--- config.mk ---
export PLATFORM = sky130hd
export DESIGN_NAME = memory_controller
export DESIGN_NICKNAME = d
export VERILOG_FILES = /design/src/rtl/memory_controller.sv
export SDC_FILE = /design/constraint.sdc
export NUM_CORES = 1
export LEC_CHECK = 0
export ABC_AREA = 1
export CAP_MARGIN = 25
export CORE_MARGIN = 1
export CORE_UTILIZATION = 41
export CTS_BUF_LIST = sky130_fd_sc_hd__clkbuf_16
export DETAILED_ROUTE_END_ITERATION = 10
export GPL_TIMING_DRIVEN = 0
export PLACE_DENSITY = 0.84
export REMOVE_ABC_BUFFERS = 1
export SLEW_MARGIN = 5
export SYNTH_ARGS = -nofsm -noshare
export SYNTH_HDL_FRONTEND = slang
export SYNTH_SLANG_ARGS = --single-unit
--- constraint.sdc ---
create_clock -name clock -period 1.6 [get_ports clock]
set_clock_uncertainty 0.15 [all_clocks]
set_input_delay 0.48 -clock clock [delete_from_list [all_inputs] [get_ports clock]]
set_output_delay 0.48 -clock clock [all_outputs]
set_load 0.005 [all_outputs]
--- src/rtl/memory_controller.sv ---
// Memory controller: takes one CPU read/write from IDLE and runs it on the memory port with a bounded ack wait.
// Latency: accept-to-done >= 2 cycles; Read/Write arriving while busy is dropped (no queuing, no backpressure).
module memory_controller #(
   parameter int ADDR_W  = 9,
   parameter int TIMEOUT = 15
) (
   input  logic              clock,
   input  logic              clear,
   input  logic              MARin,
   input  logic [31:0]       BusMuxOut,
   input  logic              Read,
   input  logic              Write,
   input  logic [31:0]       MDRdata,
   output logic [ADDR_W-1:0] mem_addr,
   output logic [31:0]       mem_wdata,
   output logic              mem_req,
   output logic              mem_we,
   input  logic              mem_ack,
   input  logic [31:0]       mem_rdata,
   output logic [31:0]       Mdatain,
   output logic              mdr_load,
   output logic              busy,
   output logic              done,
   output logic              timeout_err
);

   localparam int CNT_W = 8;
   localparam logic [CNT_W-1:0] TIMEOUT_C = CNT_W'(TIMEOUT);

   typedef enum logic [1:0] {
      IDLE   = 2'd0,
      ACCESS = 2'd1,
      DONE   = 2'd2
   } state_t;

   // Everything the in-flight access needs, frozen at acceptance.
   typedef struct packed {
      logic              we;
      logic [ADDR_W-1:0] addr;
      logic [31:0]       wdata;
   } snap_t;

   state_t            state_q = IDLE;
   state_t            state_d;
   snap_t             snap_q = '0;
   snap_t             snap_d;
   logic [ADDR_W-1:0] mar_q = '0;
   logic [ADDR_W-1:0] mar_d;
   logic [CNT_W-1:0]  cnt_q = '0;
   logic [CNT_W-1:0]  cnt_d;
   logic [CNT_W-1:0]  cnt_inc;
   logic [31:0]       mdatain_q = '0;
   logic [31:0]       mdatain_d;
   logic              mem_req_q = 1'b0;
   logic              mem_req_d;
   logic              mem_we_q = 1'b0;
   logic              mem_we_d;
   logic              mdr_load_q = 1'b0;
   logic              mdr_load_d;
   logic              busy_q = 1'b0;
   logic              busy_d;
   logic              done_q = 1'b0;
   logic              done_d;
   logic              terr_q = 1'b0;
   logic              terr_d;

   logic              unused_bus;
   assign unused_bus = ^BusMuxOut[31:ADDR_W];

   assign cnt_inc = cnt_q + 1'b1;

   always_comb begin
      state_d    = state_q;
      snap_d     = snap_q;
      mar_d      = mar_q;
      cnt_d      = cnt_q;
      mdatain_d  = mdatain_q;
      terr_d     = terr_q;
      mem_req_d  = 1'b0;
      mem_we_d   = 1'b0;
      mdr_load_d = 1'b0;
      done_d     = 1'b0;

      // MAR loads in every state; the snapshot below still sees the old value.
      if (MARin) begin
         mar_d = BusMuxOut[ADDR_W-1:0];
      end

      case (state_q)
         IDLE: begin
            if (Read || Write) begin
               state_d      = ACCESS;
               snap_d.we    = ~Read;
               snap_d.addr  = mar_q;
               snap_d.wdata = MDRdata;
               cnt_d        = '0;
               terr_d       = 1'b0;
               mem_req_d    = 1'b1;
               mem_we_d     = ~Read;
            end
         end
         ACCESS: begin
            cnt_d = cnt_inc;
            if (mem_ack) begin
               state_d    = DONE;
               done_d     = 1'b1;
               mdr_load_d = ~snap_q.we;
               if (!snap_q.we) begin
                  mdatain_d = mem_rdata;
               end
            end else if (cnt_inc == TIMEOUT_C) begin
               state_d = DONE;
               done_d  = 1'b1;
               terr_d  = 1'b1;
            end else begin
               mem_req_d = 1'b1;
               mem_we_d  = snap_q.we;
            end
         end
         DONE: begin
            state_d = IDLE;
         end
         default: begin
            state_d = IDLE;
         end
      endcase

      busy_d = (state_d != IDLE);
   end

   always_ff @(posedge clock) begin
      if (!clear) begin
         state_q    <= IDLE;
         snap_q     <= '0;
         mar_q      <= '0;
         cnt_q      <= '0;
         mdatain_q  <= '0;
         mem_req_q  <= 1'b0;
         mem_we_q   <= 1'b0;
         mdr_load_q <= 1'b0;
         busy_q     <= 1'b0;
         done_q     <= 1'b0;
         terr_q     <= 1'b0;
      end else begin
         state_q    <= state_d;
         snap_q     <= snap_d;
         mar_q      <= mar_d;
         cnt_q      <= cnt_d;
         mdatain_q  <= mdatain_d;
         mem_req_q  <= mem_req_d;
         mem_we_q   <= mem_we_d;
         mdr_load_q <= mdr_load_d;
         busy_q     <= busy_d;
         done_q     <= done_d;
         terr_q     <= terr_d;
      end
   end

   assign mem_addr    = snap_q.addr;
   assign mem_wdata   = snap_q.wdata;
   assign mem_req     = mem_req_q;
   assign mem_we      = mem_we_q;
   assign Mdatain     = mdatain_q;
   assign mdr_load    = mdr_load_q;
   assign busy        = busy_q;
   assign done        = done_q;
   assign timeout_err = terr_q;

   a_we_needs_req : assert property (@(posedge clock) mem_we |-> mem_req);
   a_done_no_req  : assert property (@(posedge clock) done |-> !mem_req);

endmodule

Yosys cells after proc, flatten, opt, wreduce, memory -nomap -nowiden
Index checks and enable logic that the tools add are counted.
Cells by class
  $add $sub $neg: 1
  eq/ne operators: 5
  mux-type cells: 20
  bitwise logic cells: 2
  reductions and logical operators: 10
Operator list (count)
  $pmux W8 S2: 1
  $mux W1: 11
  $add A8 B1 Y8 const B: 1
  $eq A8 B4 Y1 const B: 1
  $mux W8: 1
  $mux W2: 3
  $ne A2 B2 Y1 const B: 3
  $pmux W1 S2: 3
  $reduce_and A2 Y1: 3
  $reduce_and A3 Y1: 2
  $pmux W2 S2: 1
  $reduce_and A4 Y1: 1
  $reduce_bool A2 Y1: 2
  $eq A2 B1 Y1 const B: 1
  $logic_not A2 Y1: 1
  $not A1 Y1: 2
  $logic_or A1 B1 Y1: 1
Word-level totals
  flip-flop bits (word level): 99
  input bits: 102
  output and inout bits: 79
  word-level logic and storage cells: 51

Depth between registers and ports, before layout
Gate-level depths: netlist of run 1.
  depth in word-level cells: 6
  gate-level depth with buffers: 10
  depth with buffers taken out: 10

Least setup slack after synthesis of run 1
Ideal clock, no wire load.
  path type: register to register
  from: register cnt_q[0]
  to: register state_q[0]
  library setup time: 132 ps
  arrival time: 1227 ps
  data required time: 1318 ps
  path slack: 91 ps
  stages on the path, launching flop included: 10
  buffers on the path: 0
  period minus slack after synthesis: 1509 ps
  cells stage by stage: dfxtp_1 > ha_1 > nand2_1 > inv_1 > nor2_1 > nand3_1 > nor2_2 > nand3_2 > nand3_2 > a21oi_1
Between the ends
  longest elaborated chain between the ends: 5
RTL lines
  start, declared: line 49  | logic [CNT_W-1:0] cnt_q = '0;
  start signal, assigned: line 148  | cnt_q <= cnt_d;
  $add A8 B1 Y8: line 70  | assign cnt_inc = cnt_q + 1'b1;
  $eq A8 B4 Y1: line 111  | end else if (cnt_inc == TIMEOUT_C) begin
  $mux W2: line 111
  $mux W2: line 104  | if (mem_ack) begin
  $pmux W2 S2: line 89  | case (state_q)
  end signal, assigned: line 145  | state_q <= state_d;
  end, declared: line 43  | state_t state_q = IDLE;
No other way between the ends.
A chain may end at the register's enable or synchronous reset.

Final worst setup path of run 1
  from: register cnt_q[1]
  to: register state_q[0]
The elaborated chain is that of the path after synthesis.

==> impl_metrics.csv, run 1 <==
group,metric,value,unit
run_status,status,"completed",
sta,slew_viol_final,0,
clock_tree,cts_buffers,9,
routing,firstDrtPassIters,4,
setup_path,critPathKind,"flop to flop",
sta,period_share,0.996,
setup_path,cp-start-kind,"flop",
routing,wl_per_cell,13.9,um
synth,synth-seq-cells,99,
die,row_count,35,
die,start_util,0.424,
power_and_ir_drop,p_total,0.00630,W
power_and_ir_drop,swShare,0.267,
finish,final_area,6080,um^2
clock_tree,clk_pin_slew,0.08,ns
power_and_ir_drop,peakVddDrop,0.000638,V
synth,synth_area,3910,um^2
finish,nNetsFinal,744,
routing,wirelength,10.8,mm
sta,max_freq,628,MHz
synth,synth.distinct_cells,25,
setup_path,crit_family,"simple AND/OR/NAND/NOR gates",
power_and_ir_drop,combPwrFrac,0.198,
die,pin_count,181,
synth,yosysWarnings,0,
finish,areaGrowthSynthToFinish,55.2,%
power_and_ir_drop,share_clk_of_total_power,0.359,
setup_path,arrival,1.64,ns
placed_design,place.gp.congestion,0.792,
sta,finalSetupViolations,0,
synth,postSynthAreaPerCell,7.69,um^2
sta,worst_slew_margin_rel,0.662,
setup_path,cp_num_buf_inv,1,
global_routing,grt_pass1_vias,3517,
global_routing,gr-total-overflow,0,
clock_tree,root_buffer,"clkbuf_16",
finish,fill_cells,775,
placed_design,portBuffers,157,
synth,seq_area_frac_synth,0.506,
sta,rsz0062_at_grt,"true",
power_and_ir_drop,cellLeakagePower,2.71,nW
placed_design,post_dp_cell_area,5320,um^2
global_routing,grt_usage,0.212,
min_path,hold_path_depth,2,
setup_path,crit_fanout,4,
synth,synthCells,509,
setup_path,r2r-end,"state_q[0]$_SDFF_PN0_",
power_and_ir_drop,p_int,0.00462,W
min_path,whs_endpoint,"timeout_err$_SDFFE_PN0P_",
setup_path,endpoint_kind,"flop",
clock_tree,clock_latency,0.33,ns
setup_path,crit_required,1.65,ns
clock_tree,htreeDepth,3,
power_and_ir_drop,powerDensity,1040,nW/um^2
finish,final_cell_mix,"nor2_1, clkdlybuf4s50_1, dfxtp_1, dlygate4sd2_1, o21ai_1",
routing,postRouteAntennaNets,0,
clock_tree,cts_sinks,99,
power_and_ir_drop,p_sw,0.00169,W
finish,postLayoutCoreUtil,0.658,
die,core,9240,um^2
die,fp.dieW,99.7,um
global_routing,grt_max_degree,60,
setup_path,crit_slowest_cell,"dfxtp_2",
routing,drtIter0Drc,112,
min_path,hp-start,"timeout_err$_SDFFE_PN0P_",
die,dieArea,9940,um^2
routing,vias,3711,
setup_path,ff2ff_path_depth,9,
setup_path,cp_cell_sequence,"buf_4 -> nand2_1 -> nor2_4 -> nand2_1 -> nand3_2 -> nor2_4 -> nand3_2 -> nand3_2 -> a21oi_1",
routing,via_per_inst,4.79,
sta,worstMarginPinSlew,0.507,ns
sta,finalHoldViolations,0,
sta,period_needed,1.59,ns
global_routing,grt_pass1_wl,16.7,mm
global_routing,antenna_found_initial,1,
setup_path,path_common_cell,"nand3_2",
routing,drc,0,
sta,holdWs,0.324,ns
min_path,hp-class,"flop to flop",
setup_path,rrSetupSlack,0.007,ns
finish,drive_gt1_frac,0.214,
power_and_ir_drop,seq_power_share,0.444,
setup_path,rr_startpoint,"cnt_q[1]$_SDFFE_PN0P_",
job,cap_viol_max_count,0,
placed_design,dp_hpwl,6.61,mm
die,dieHeight,99.7,um
clock_tree,clk_path_buf_depth,2,
clock_tree,cts_tree,"yes",
finish,layout_commonest_cell,"nor2_1",
setup_path,critPathMaxStageDelay,0.34,ns
-- power by group through the flow --
stage,Sequential [W],Clock (W),Combinational (W)
after floorplan,0.00284,0,0.000343
after global placement,0.00282,0,0.00102
after detailed placement,0.00283,0,0.00108
after CTS,0.00278,0.00231,0.00119
after global routing,0.00282,0.00243,0.00136
final,0.00279,0.00226,0.00125
-- stage by stage --
stage                     instances  setup TNS (ns)  worst slack, ns
after global routing            774          -0.345          -0.0518
after CTS                       771         -0.0505          -0.0128
after global placement          727         -197.28            -2.33
final                           775               0          0.00710
after floorplan                 441          -56.58           -0.872
after detailed placement        731          -67.18           -0.913
-- worst max-delay path by stage --
stage          slack (ns)  depth (start not counted)             startpoint                    endpoint
2_1_floorplan       -0.87                          4                  Write    mem_addr[0]$_SDFFE_PN0P_
3_3_place_gp        -2.33                          5                   Read  mem_wdata[19]$_SDFFE_PN0P_
3_5_place_dp        -0.91                          6                mem_ack     Mdatain[4]$_SDFFE_PN0P_
4_1_cts             -0.01                          8                  Write  mem_wdata[27]$_SDFFE_PN0P_
5_1_grt             -0.05                          9  cnt_q[1]$_SDFFE_PN0P_       state_q[0]$_SDFF_PN0_
6_report            0.007                          9  cnt_q[1]$_SDFFE_PN0P_       state_q[0]$_SDFF_PN0_
-- cell usage after synthesis --
cell	n	area share
nor2_1	173	0.17
dfxtp_1	99	0.51
o21ai_0	54	0.069
buf_4	41	0.079
o21ai_1	31	0.040
nand2_1	28	0.027
a21oi_1	15	0.019
clkbuf_1	14	0.013
buf_2	12	0.015
inv_1	9	0.0086
nand3_1	8	0.010
inv_2	4	0.0038
nand3_2	3	0.0077
nor2_2	3	0.0048
clkinv_1	2	0.0019
ha_1	2	0.0064
nand2_2	2	0.0032
nand4_1	2	0.0032
buf_1	1	0.00096
nand3b_1	1	0.0019
nor2_4	1	0.0029
nor3_4	1	0.0042
o21ai_2	1	0.0022
o21bai_1	1	0.0019
or2_2	1	0.0016
-- cell families after synthesis --
logic type,count (synthesis),synth area share
simple gates,223,0.232
flops,99,0.506
buf+inv,83,0.123
compound gates,102,0.132
fa+ha+maj,2,0.00639
-- sequential cells by signal, summed over array words and instances (netlist names) --
register,count
done,1
snap_q,1
mar_q,9
mem_wdata,32
mem_addr,9
cnt_q,8
mem_req,1
Mdatain,32
mdr_load,1
mem_we,1
timeout_err,1
state_q,2
busy,1
-- routing by layer --
metal / GRT usage / part of all wire
met1: 0.238 / 0.40
met2: 0.377 / 0.50
met3: 0.0738 / 0.084
met4: 0.0645 / 0.015
met5: 0 / 0
-- final cells by class --
cell class / instances / area, um^2 / share of cell area
diodes: 1 / 2.50 / 0.000412
multi-input cells: 327 / 1640 / 0.270
flip-flops and latches: 99 / 2020 / 0.332
well taps: 129 / 161 / 0.0266
clock inverters: 7 / 93.8 / 0.0154
repair inverters: 2 / 12.5 / 0.00206
repair buffers: 186 / 1850 / 0.304
inverters: 15 / 70.1 / 0.0115
clock buffers: 9 / 225 / 0.0371
-- tightest hold or removal path: stages, from the launching register on --
cell	delay, ns
dfxtp_1	0.33
a21oi_1	0.04
nor2_1	0.07
-- timing repair --
action,CTS,global route
setup endpoints to repair,173,80
cloned,6,1
resized for setup,118,96
setup buffers,18,3
hold buffers,0,0
pin swaps,7,13
(Power assumes the default switching activity.)
==> run 2, diff against run 1 <==
- CORE_MARGIN: 1 -> 2
==> run 2 against run 1 <==
Compared with the run above:
- the run now ends with setup timing left
- first-iteration DRC count grew 5.4%
- critical path depth shrank 1
- count of clock-buffer cells in the layout is the same
- critical endpoint is now mem_we$_SDFF_PN0_
==> impl_metrics.csv, run 2 (synthesis gave the netlist of run 1 again) <==
group,metric,value,unit
min_path,hp-start,"mem_wdata[14]$_SDFFE_PN0P_",
finish,fill_cells,776,
global_routing,grt_max_degree,61,
sta,slew_viol_final,0,
power_and_ir_drop,p_total,0.00647,W
global_routing,grt_pass1_vias,3724,
setup_path,arrival,1.70,ns
finish,postLayoutCoreUtil,0.660,
clock_tree,clk_pin_slew,0.07,ns
setup_path,path_common_cell,"nand3_1",
setup_path,critPathKind,"flop to flop",
setup_path,critPathMaxStageDelay,0.38,ns
setup_path,cp-start-kind,"flop",
setup_path,r2r-end,"mem_we$_SDFF_PN0_",
clock_tree,cts_buffers,9,
routing,postRouteAntennaNets,0,
min_path,hold_path_depth,2,
die,fp.dieW,102,um
die,start_util,0.424,
die,pin_count,181,
setup_path,ff2ff_path_depth,8,
global_routing,grt_usage,0.208,
power_and_ir_drop,powerDensity,1060,nW/um^2
routing,via_per_inst,4.77,
finish,final_cell_mix,"nor2_1, dfxtp_1, dlygate4sd2_1",
die,dieArea,10300,um^2
sta,worst_slew_margin_rel,0.666,
run_status,violations,"setup timing",
finish,layout_commonest_cell,"nor2_1",
run_status,status,"finished with violations",
sta,rsz0062_at_grt,"true",
finish,drive_gt1_frac,0.176,
finish,nNetsFinal,747,
sta,finalSetupViolations,4,
die,row_count,35,
placed_design,dp_hpwl,6.73,mm
global_routing,antenna_found_initial,0,
power_and_ir_drop,cellLeakagePower,2.77,nW
sta,period_needed,1.65,ns
power_and_ir_drop,peakVddDrop,0.000580,V
sta,period_share,1.03,
setup_path,cp_cell_sequence,"ha_4 -> nand3_1 -> nand2_1 -> nand3_1 -> nor2_4 -> nand3_2 -> nand4_1 -> a21oi_2",
setup_path,crit_fanout,5,
clock_tree,clock_latency,0.33,ns
sta,max_freq,607,MHz
clock_tree,cts_tree,"yes",
die,core,9240,um^2
clock_tree,cts_sinks,99,
placed_design,numPlacedInstances,731,
clock_tree,htreeDepth,3,
clock_tree,clk_path_buf_depth,2,
setup_path,crit_required,1.66,ns
placed_design,portBuffers,157,
sta,finalHoldViolations,0,
routing,drc,0,
routing,vias,3709,
finish,n_antenna_cell,0,
routing,wirelength,11.1,mm
sta,setup_ws,-0.0472,ns
clock_tree,root_buffer,"clkbuf_16",
global_routing,grt_pass1_wl,17.0,mm
global_routing,gr-total-overflow,0,
placed_design,pre_cts_ws,-0.916,ns
job,cap_viol_max_count,0,
finish,areaGrowthSynthToFinish,55.8,%
routing,drtIter0Drc,118,
min_path,hp-class,"flop to flop",
die,dieHeight,102,um
routing,firstDrtPassIters,6,
finish,fin_cells,777,
setup_path,rr_startpoint,"cnt_q[1]$_SDFFE_PN0P_",
routing,wl_per_cell,14.3,um
setup_path,rrSetupSlack,-0.05,ns
setup_path,crit_slowest_cell,"dfxtp_4",
setup_path,endpoint_kind,"flop",
sta,holdWs,0.325,ns
sta,worstMarginPinSlew,0.502,ns
min_path,whs_endpoint,"mem_wdata[14]$_SDFFE_PN0P_",
placed_design,place.gp.congestion,0.792,
clock_tree,hold_buffers,0,
## run 2: stage by stage
step | area [um^2] | TNS (ns)
3_5_place_dp | 5320 | -66.89
3_3_place_gp | 5220 | -196.69
6_report | 6100 | -0.143
4_1_cts | 5930 | 0
5_1_grt | 6100 | -0.753
2_1_floorplan | 3490 | -56.58
## run 2: final cells by class
cell class	count	area [um^2]	share of cell area
clock buffers	9	225	0.0369
multi-input cells	327	1560	0.255
inverters	15	75.1	0.0123
repair buffers	188	1930	0.317
flip-flops and latches	99	2010	0.330
well taps	129	161	0.0265
clock inverters	7	115	0.0189
repair inverters	3	20.0	0.00328
## run 2: repair_timing
action / 4_1_cts / 5_1_grt
endpoints found under the setup margin: 161 / 82
cloned: 7 / 1
buffers inserted: 17 / 5
pin swaps: 7 / 12
resized for setup: 116 / 49
## run 2: where the power goes
| group | internal [W] | switching [W] |
|---|---|---|
| Combinational | 0.000693 | 0.000558 |
| Sequential | 0.00268 | 0.000105 |
| Clock | 0.00153 | 0.000909 |
| Total | 0.00490 | 0.00157 |
## run 2: worst max path at each step
| stage | from | end | slack, ns | cells past startpoint |
|---|---|---|---|---|
| 6_report | cnt_q[1]$_SDFFE_PN0P_ | mem_we$_SDFF_PN0_ | -0.05 | 8 |
| 3_3_place_gp | Write | mem_wdata[27]$_SDFFE_PN0P_ | -2.33 | 5 |
| 5_1_grt | cnt_q[1]$_SDFFE_PN0P_ | mem_we$_SDFF_PN0_ | -0.14 | 8 |
| 4_1_cts | state_q[1]$_SDFF_PN0_ | timeout_err$_SDFFE_PN0P_ | 0.004 | 8 |
| 3_5_place_dp | Write | mem_wdata[26]$_SDFFE_PN0P_ | -0.92 | 7 |
| 2_1_floorplan | Write | mem_addr[0]$_SDFFE_PN0P_ | -0.87 | 4 |
## run 2: layer usage
layer  global-route usage  routed length (um)
met4               0.0665                 106
met5                    0                   0
met1                0.234                4470
met2                0.373                5580
met3               0.0621                 934
## run 2: critical path: cells and delay by family (launching register included)
kind            cells  cell delay, ns
compound gates      1            0.06
flops               1            0.38
fa+ha+maj           1            0.17
simple gates        6            0.75
==> run 3, diff against run 2 <==
- CTS_BUF_LIST: sky130_fd_sc_hd__clkbuf_16 -> unset
- GPL_ROUTABILITY_DRIVEN: unset -> 0
==> run 3 against run 2 <==
Compared with the run above:
- the run still ends with setup timing left
- critical path depth is the same
- sequential share of layout area grew 1.3 points
- die area is the same
- non-clock buffer count grew 1
- largest cell class unchanged
==> impl_metrics.csv, run 3 (synthesis gave the netlist of run 1 again) <==
group,metric,value,unit
run_status,status,"finished with violations",
run_status,violations,"setup timing",
sta,period_needed,1.63,ns
finish,n_antenna_cell,0,
setup_path,rrSetupSlack,-0.03,ns
min_path,hp-start,"mem_addr[4]$_SDFFE_PN0P_",
finish,areaGrowthSynthToFinish,53.7,%
setup_path,crit_start,"cnt_q[1]$_SDFFE_PN0P_",
finish,layout_commonest_cell,"nor2_1",
clock_tree,hold_buffers,0,
die,fp.dieW,102,um
die,start_util,0.424,
power_and_ir_drop,peakVddDrop,0.000489,V
setup_path,critPathMaxStageDelay,0.39,ns
routing,wl_per_cell,14.3,um
routing,drtIter0Drc,111,
global_routing,antenna_found_initial,0,
sta,rsz0062_at_grt,"true",
die,pin_count,181,
min_path,hp-class,"flop to flop",
power_and_ir_drop,cellLeakagePower,2.63,nW
setup_path,crit_required,1.67,ns
finish,nNetsFinal,747,
placed_design,numPlacedInstances,731,
setup_path,ff2ff_path_depth,8,
routing,drc,0,
routing,firstDrtPassIters,6,
finish,postLayoutCoreUtil,0.651,
placed_design,pre_cts_ws,-0.916,ns
setup_path,rr_startpoint,"cnt_q[1]$_SDFFE_PN0P_",
setup_path,cp_cell_sequence,"ha_4 -> nand3_1 -> nand2_1 -> nand3_1 -> nor2_4 -> nand3_2 -> nand3_2 -> a21oi_2",
die,row_count,35,
setup_path,arrival,1.70,ns
finish,final_cell_mix,"nor2_1, clkdlybuf4s50_1, dfxtp_2",
global_routing,gr-total-overflow,0,
sta,setup-tns-final,-0.0396,ns
finish,drive_gt1_frac,0.224,
clock_tree,htreeDepth,3,
finish,fin_cells,777,
finish,fill_cells,780,
setup_path,r2r-end,"state_q[0]$_SDFF_PN0_",
placed_design,dp_hpwl,6.73,mm
clock_tree,clock_latency,0.35,ns
power_and_ir_drop,powerDensity,986,nW/um^2
clock_tree,cts_sinks,99,
placed_design,portBuffers,157,
sta,period_share,1.02,
die,dieArea,10300,um^2
job,cap_viol_max_count,0,
sta,worst_slew_margin_rel,0.662,
global_routing,grt_pass1_vias,3654,
routing,vias,3687,
sta,slew_viol_final,0,
setup_path,critPathCapture,"state_q[0]$_SDFF_PN0_",
die,dieHeight,102,um
setup_path,endpoint_kind,"flop",
sta,max_freq,615,MHz
sta,finalSetupViolations,2,
sta,setup_ws,-0.0251,ns
clock_tree,clk_path_buf_depth,2,
global_routing,grt_usage,0.203,
clock_tree,root_buffer,"clkbuf_8",
routing,wirelength,11.1,mm
clock_tree,clk_pin_slew,0.09,ns
setup_path,cp-start-kind,"flop",
sta,holdWs,0.321,ns
setup_path,critPathKind,"flop to flop",
setup_path,crit_fanout,5,
sta,finalHoldViolations,0,
routing,via_per_inst,4.75,
sta,worstMarginPinSlew,0.508,ns
clock_tree,cts_buffers,9,
setup_path,crit_slowest_cell,"dfxtp_4",
global_routing,grt_pass1_wl,16.6,mm
die,core,9240,um^2
routing,postRouteAntennaNets,0,
global_routing,grt_max_degree,61,
clock_tree,cts_tree,"yes",
[run 3: worst max-delay path: cells and delay by family, from the launching register on]
kind / cells / cell delay [ns]
AO/OA/AOI/OAI: 1 / 0.06
flip-flops: 1 / 0.39
adder cells (fa/ha/maj): 1 / 0.16
AND/OR/NAND/NOR: 6 / 0.75
[run 3: stage by stage]
step | instance area, um^2 | power, W
finish | 6010 | 0.00593
CTS | 5800 | 0.00591
global placement | 5220 | 0.00384
floorplan | 3490 | 0.00319
global route | 6010 | 0.00624
detailed placement | 5320 | 0.00392
[run 3: layer usage]
metal / track usage / routed length, um / up-vias
met3: 0.0566 / 926 / 16
met5: 0 / 0 / -
met1: 0.234 / 4490 / 1663
met2: 0.357 / 5510 / 158
met4: 0.0717 / 165 / 0
li1: - / - / 1850
[run 3: area by class of cell]
| type | count | area [um^2] | share of cell area |
|---|---|---|---|
| timing repair inverter | 2 | 15.0 | 0.00250 |
| tap | 129 | 161 | 0.0268 |
| sequential | 99 | 2060 | 0.343 |
| multi-input combinational | 327 | 1520 | 0.252 |
| timing repair buffer | 189 | 1950 | 0.324 |
| clock inverter | 6 | 111 | 0.0185 |
| inverter | 15 | 70.1 | 0.0116 |
| clock buffer | 10 | 128 | 0.0212 |
[run 3: how the worst min path moves through the flow]
stage / endpoint / slack, ns / depth (start not counted)
global route: state_q[1]$_SDFF_PN0_ / 0.34 / 3
global placement: mem_addr[4]$_SDFFE_PN0P_ / 0.31 / 2
detailed placement: timeout_err$_SDFFE_PN0P_ / 0.32 / 2
CTS: timeout_err$_SDFFE_PN0P_ / 0.32 / 2
floorplan: cnt_q[7]$_SDFFE_PN0P_ / 0.30 / 2
finish: mem_addr[4]$_SDFFE_PN0P_ / 0.32 / 2
[run 3: power by group]
| part | switching (W) | internal [W] | leakage (nW) |
|---|---|---|---|
| combinational | 0.000541 | 0.000700 | 1.68 |
| sequential | 0.000104 | 0.00270 | 0.838 |
| clock | 0.000844 | 0.00104 | 0.117 |
| total | 0.00149 | 0.00444 | 2.63 |
[run 3: timing repair]
item                                   CTS  global route
endpoints found under the hold margin    0             0
gates resized for setup                142            74
pin swaps                                4             9
setup endpoints to repair              159           118
buffers inserted                        18             5
cloned                                   5             3
